## src/rtl/sa_feeder_pkg.sv

```systemverilog
// Shared types for the systolic-array feature feeder: FSM state encoding and lane feature type.
package sa_feeder_pkg;

    typedef enum logic [1:0] {
        IDLE  = 2'd0,
        RUN   = 2'd1,
        DRAIN = 2'd2
    } state_t;

    localparam int FEAT_W = 8;

    typedef logic signed [FEAT_W-1:0] feat_t;

endpackage

```

## src/rtl/skew_delay_line.sv

```systemverilog
// Fixed-depth shift register for one feature lane; DEPTH sets that lane's skew plus output register.
module skew_delay_line
    import sa_feeder_pkg::*;
#(
    parameter int DEPTH = 1,
    parameter int WIDTH = 8
) (
    input  logic                    clk_i,
    input  logic                    rst_i,
    input  logic signed [WIDTH-1:0] col_data,
    output logic signed [WIDTH-1:0] skew_data
);

    logic signed [WIDTH-1:0] pipe_p [0:DEPTH-1];

    always_ff @(posedge clk_i) begin
        if (rst_i) begin
            for (int i = 0; i < DEPTH; i++) begin
                pipe_p[i] <= '0;
            end
        end else begin
            pipe_p[0] <= col_data;
            for (int i = 1; i < DEPTH; i++) begin
                pipe_p[i] <= pipe_p[i-1];
            end
        end
    end

    assign skew_data = pipe_p[DEPTH-1];

endmodule

```

## src/rtl/feature_skew_feeder.sv

```systemverilog
// Feeds skewed feature columns into systolic_array for one pass; row r lags row 0 by r cycles.
module feature_skew_feeder
    import sa_feeder_pkg::*;
#(
    parameter int N_ROWS_ARRAY = 4,
    parameter int I_WIDTH      = 8,
    parameter int LEN_WIDTH    = 8
) (
    input  logic                             clk_i,
    input  logic                             rst_i,
    input  logic                             start_i,
    input  logic [LEN_WIDTH-1:0]             num_vec_i,
    input  logic                             vec_valid_i,
    output logic                             vec_ready_o,
    input  logic [N_ROWS_ARRAY*I_WIDTH-1:0]  vec_data_i,
    output logic signed [I_WIDTH-1:0]        in_feature_o [0:N_ROWS_ARRAY-1],
    output logic                             start_op_o,
    output logic                             busy_o,
    output logic                             done_o,
    output logic                             underflow_o
);

    localparam int CNT_W = (N_ROWS_ARRAY > 1) ? $clog2(N_ROWS_ARRAY) : 1;
    localparam logic [CNT_W-1:0] DRAIN_LAST = CNT_W'(N_ROWS_ARRAY - 1);

    state_t                   state;
    logic [LEN_WIDTH-1:0]     remaining;
    logic [CNT_W-1:0]         drain_cnt;
    logic                     accept;
    logic signed [I_WIDTH-1:0] col_p0 [0:N_ROWS_ARRAY-1];

    assign vec_ready_o = (state == RUN);
    assign accept      = vec_valid_i && vec_ready_o;

    // Stage p0: column entering the skew lines; bubbles and drain cycles inject zeros
    always_comb begin
        for (int r = 0; r < N_ROWS_ARRAY; r++) begin
            col_p0[r] = '0;
            if (accept) begin
                col_p0[r] = vec_data_i[r*I_WIDTH +: I_WIDTH];
            end
        end
    end

    for (genvar r = 0; r < N_ROWS_ARRAY; r++) begin : g_row
        skew_delay_line #(
            .DEPTH (r + 1),
            .WIDTH (I_WIDTH)
        ) u_skew (
            .clk_i     (clk_i),
            .rst_i     (rst_i),
            .col_data  (col_p0[r]),
            .skew_data (in_feature_o[r])
        );
    end

    // start_op_o tracks columns one cycle behind the FSM; it drops as the last drain column lands
    always_ff @(posedge clk_i) begin
        if (rst_i) begin
            state       <= IDLE;
            remaining   <= '0;
            drain_cnt   <= '0;
            start_op_o  <= 1'b0;
            busy_o      <= 1'b0;
            done_o      <= 1'b0;
            underflow_o <= 1'b0;
        end else begin
            done_o     <= 1'b0;
            start_op_o <= 1'b0;
            case (state)
                IDLE: begin
                    if (start_i) begin
                        if (num_vec_i != '0) begin
                            remaining   <= num_vec_i;
                            underflow_o <= 1'b0;
                            busy_o      <= 1'b1;
                            state       <= RUN;
                        end else begin
                            done_o <= 1'b1;
                        end
                    end
                end
                RUN: begin
                    start_op_o <= 1'b1;
                    if (accept) begin
                        remaining <= remaining - LEN_WIDTH'(1);
                        if (remaining == LEN_WIDTH'(1)) begin
                            drain_cnt <= '0;
                            state     <= DRAIN;
                        end
                    end else begin
                        underflow_o <= 1'b1;
                    end
                end
                DRAIN: begin
                    if (drain_cnt == DRAIN_LAST) begin
                        done_o <= 1'b1;
                        busy_o <= 1'b0;
                        state  <= IDLE;
                    end else begin
                        start_op_o <= 1'b1;
                        drain_cnt  <= drain_cnt + CNT_W'(1);
                    end
                end
                default: begin
                    busy_o <= 1'b0;
                    state  <= IDLE;
                end
            endcase
        end
    end

endmodule

```

## config.mk

```make
export PLATFORM = sky130hd
export DESIGN_NAME = feature_skew_feeder
export DESIGN_NICKNAME = d
export VERILOG_FILES = /design/src/rtl/sa_feeder_pkg.sv /design/src/rtl/skew_delay_line.sv /design/src/rtl/feature_skew_feeder.sv
export SDC_FILE = /design/constraint.sdc
export NUM_CORES = 1
export LEC_CHECK = 0
export BUFFER_PORTS_ARGS = -buffer_cell sky130_fd_sc_hd__buf_4
export CORE_ASPECT_RATIO = 0.8
export CORE_MARGIN = 3
export CORE_UTILIZATION = 30
export DETAILED_ROUTE_END_ITERATION = 8
export SLEW_MARGIN = 25
export SYNTH_ARGS = -nofsm -noshare
export SYNTH_HDL_FRONTEND = slang
export SYNTH_SLANG_ARGS = --single-unit
export TNS_END_PERCENT = 50
```

## constraint.sdc

```tcl
create_clock -name clk_i -period 5.3 [get_ports clk_i]
set_input_delay 0 -clock clk_i [delete_from_list [all_inputs] [get_ports clk_i]]
set_output_delay 0 -clock clk_i [all_outputs]
set_load 0.01 [all_outputs]
```

==> metrics.yaml <==
area_of_the_core_um2: 10530
num-nets-final: 449
synth_adder_area_share: 0.02259
arrival_ps: 2520
unique_masters_post_synth: 43
routed_via_density: 4.184
path_clk_slew_ps: 70
cts_resized: 0
placedInstanceArea_um2: 3886
max_clock_freq_ghz: 0.4454
fraction_of_final_layout_cells_sized_beyond_drive_strength_1: 0.2550
overflow: 0
wl_um: 6800
via_count: 2276
timing.critical_path.to_type: "flip-flop"
drt_first_pass_iters: 4
worst_hold_path_type: "primary input to flip-flop"
grt_util_met2: 0.1678
antenna_left: 0
die_width_um: 123.7
aggregate_negative_setup_slack_ps: 0
cp.required_ps: 5570
antenna-diode-count: 0
power.density_cell_area_nw_per_um2: 416.7
fp.dieArea_um2: 12380
use_met1: 0.1450
yosys.area_share.simple: 0.2270
number_of_enable_type_register_cells_in_the_synthesized_netlist: 0
power.static_leakage_uw: 0.001925
root_buffer: "clkbuf_16"
areaGrowthSynthToFinish_pct: 35.20
count_of_endpoints_failing_hold_in_the_final_timing_report: 0
fin_worst_hold_slack_ps: 48.47
synthesis.area_um2: 3323
regToRegSetupSlack_ps: 3050
yosysSeqAreaShare: 0.5783
timing.final.crit_share: 0.4237
report.final.setup_viol: 0
num-fill-cells: 1029
synth_compound_area_frac: 0.08622
timing.max_slew.rel_slack: 0.5658
worst_path_dominant_cell_family: "buffers and inverters"
post_synth_mux_area_share: 0.009036
synth-warning-count: 0
cp_cell_sequence: "inv_1, ha_1, inv_1, nor3_2, buf_4, and2_1"
most_frequently_used_flop_master_after_synthesis: "dfxtp_1"
synth_fp_nets: 359
floorplan.initialDensity: 0.3156
maximum_number_of_pins_on_one_net_before_global_route_repair: 64
timing.rr.end: "g_row[0].u_skew.pipe_p[0][1]"
maxCapViolCount: 0
async_reset_ff_frac: 0
synth_top_cell_area_share: 0.5783
critical_register_to_register_path_startpoint: "state[1]"
grt_setup_unrepaired: "no"
die_height_um: 100.1
multiInputGateArea_um2: 1151
grtUsageMet3: 0.04282
finalWeightedCongestion: 0.8691
synth_top_family_by_area: "simple AND/OR/NAND/NOR gates"
cts-buffers-inserted: 9
yosys.area.top_type: "dfxtp_1"
clk_latency_ps: 340
regArea_um2: 1922
remaining_drc_errors: 0
tritoncts: "done"
timing.setup.critical_path_class: "flip-flop to flip-flop"
clock_sink_count: 96
clockBufferDepth: 2
synthesized_area_divided_by_synthesized_cell_count_um2: 10.75
most_frequent_standard_cell_in_the_layout_excluding_fill_and_tap_cells: "dfxtp_1"
worst-r2r-cell-count: 6
drt-initial-drc-count: 119
ys_seq_elements: 96
crit_path_max_fanout: 26
grtUsageTotal: 0.1134
status: "finished clean"
crit_slowest_cell: "ha_1"
final_slew_violations: 0
critical-path-top-cell-by-count: "inv_1"
timing.clock.skew_ps: 9.085
htree_levels: 3
placement_rows: 33
yosys-top-cells-area: "dfxtp_1 (58%), nor2b_1 (10%), and2_1 (6.0%), buf_4 (5.4%), ha_1 (2.3%)"
route.detailed.wl_per_inst_um: 12.50
hold_end: "remaining[2]"
period_minus_slack_ps: 2245
dp_hpwl_um: 4437
ports: 81
area_of_all_placed_cells_without_fillers_um2: 4493
critPathBufInv: 3
holdCritStartpoint: "num_vec_i[2]"
post_synth_inst_count: 309
grt_antenna_before_repair: 0
tightestPinTransition_ps: 651.2
power.ir.vdd_worst_mv: 0.1566
xor_xnor_share_of_the_synthesized_area: 0
worst_setup_path_start_kind: "flip-flop"
min_delay_path_depth: 3
first_pass_grt_wire_length_um: 10660
global_route.peak_usage_layer: "met2"
buffer_ports.inserted: 80
cp_slowest_stage_delay_ps: 510
commonest_non_fill_non_tap_cells_in_the_layout: "dfxtp_1 (96), buf_4 (81), nor2b_1 (53), dlygate4sd3_1 (34), and2_1 (32)"
post-cts-setup-buffer-count: 0
first_global_vias: 2205
cells in the mapped netlist, types with 3 or more instances:
master,n
dfxtp_1,96
nor2b_1,53
and2_1,32
buf_4,24
clkbuf_1,12
nand2_1,11
inv_1,8
nor2_1,8
a21oi_1,7
ha_1,6
nor3_1,4
mux2i_1,3
nor3b_1,3
nor4_1,3
o21ai_0,3
sequential cells by signal, indices dropped and copies added, names as in the netlist:
| register | flops |
|---|---|
| done_o | 1 |
| g_row.u_skew.pipe_p | 80 |
| start_op_o | 1 |
| busy_o | 1 |
| underflow_o | 1 |
| drain_cnt | 2 |
| remaining | 8 |
| state | 2 |
cell type report:
class / instances / share of cell area
clock buffer: 12 / 0.05263
clock inverter: 4 / 0.006683
inverter: 8 / 0.006683
multi-input combinational: 169 / 0.2562
sequential: 96 / 0.4277
tap: 140 / 0.03899
timing repair buffer: 115 / 0.2111
power breakdown:
| part | internal, uW | switching [uW] | leakage [uW] |
|---|---|---|---|
| clock | 320 | 260 | 0.000127 |
| sequential | 785 | 42.6 | 0.000777 |
| combinational | 210 | 255 | 0.00102 |
| total | 1320 | 557 | 0.00193 |
cells by family after synthesis:
family,after synthesis
AO/OA/AOI/OAI,34
multiplexers,3
flip-flops,96
buffers and inverters,44
adder cells (fa/ha/maj),6
AND/OR/NAND/NOR,126
metrics by stage:
step                      worst slack [ps]  total power (uW)  utilization  std cells
final                                 3055              1872       0.4267        544
after global routing                  2798              1986       0.4267        544
after CTS                             3023              1894       0.4267        544
after detailed placement              3042              1284       0.3691        494
after global placement                3123              1287       0.3691        494
after floorplan                       3372              1151            -        309
layer usage:
metal / wire, um / share of wire
met1: 3277 / 0.48
met2: 3020 / 0.44
met3: 363 / 0.053
met4: 138 / 0.020
met5: 0 / 0
worst max-delay path by stage:
stage,start,to,slack [ps],cells after the start
2_1_floorplan,state[0],state[1],3370,6
3_3_place_gp,state[1],remaining[0],3120,6
3_5_place_dp,state[1],g_row[2].u_skew.pipe_p[0][2],3040,6
4_1_cts,state[1],g_row[2].u_skew.pipe_p[0][2],3020,6
5_1_grt,state[1],g_row[0].u_skew.pipe_p[0][1],2800,6
6_report,state[1],g_row[0].u_skew.pipe_p[0][1],3050,6
worst min-delay path, stage by stage:
cell	delay, ps
buf_4	90
a41oi_1	110
a31oi_1	150
repair_timing:
item	in CTS	in global routing
setup endpoints to repair	0	0
hold buffers	34	0
endpoints found under the hold margin	33	0
Note: power is estimated with default switching activity, not from simulation.
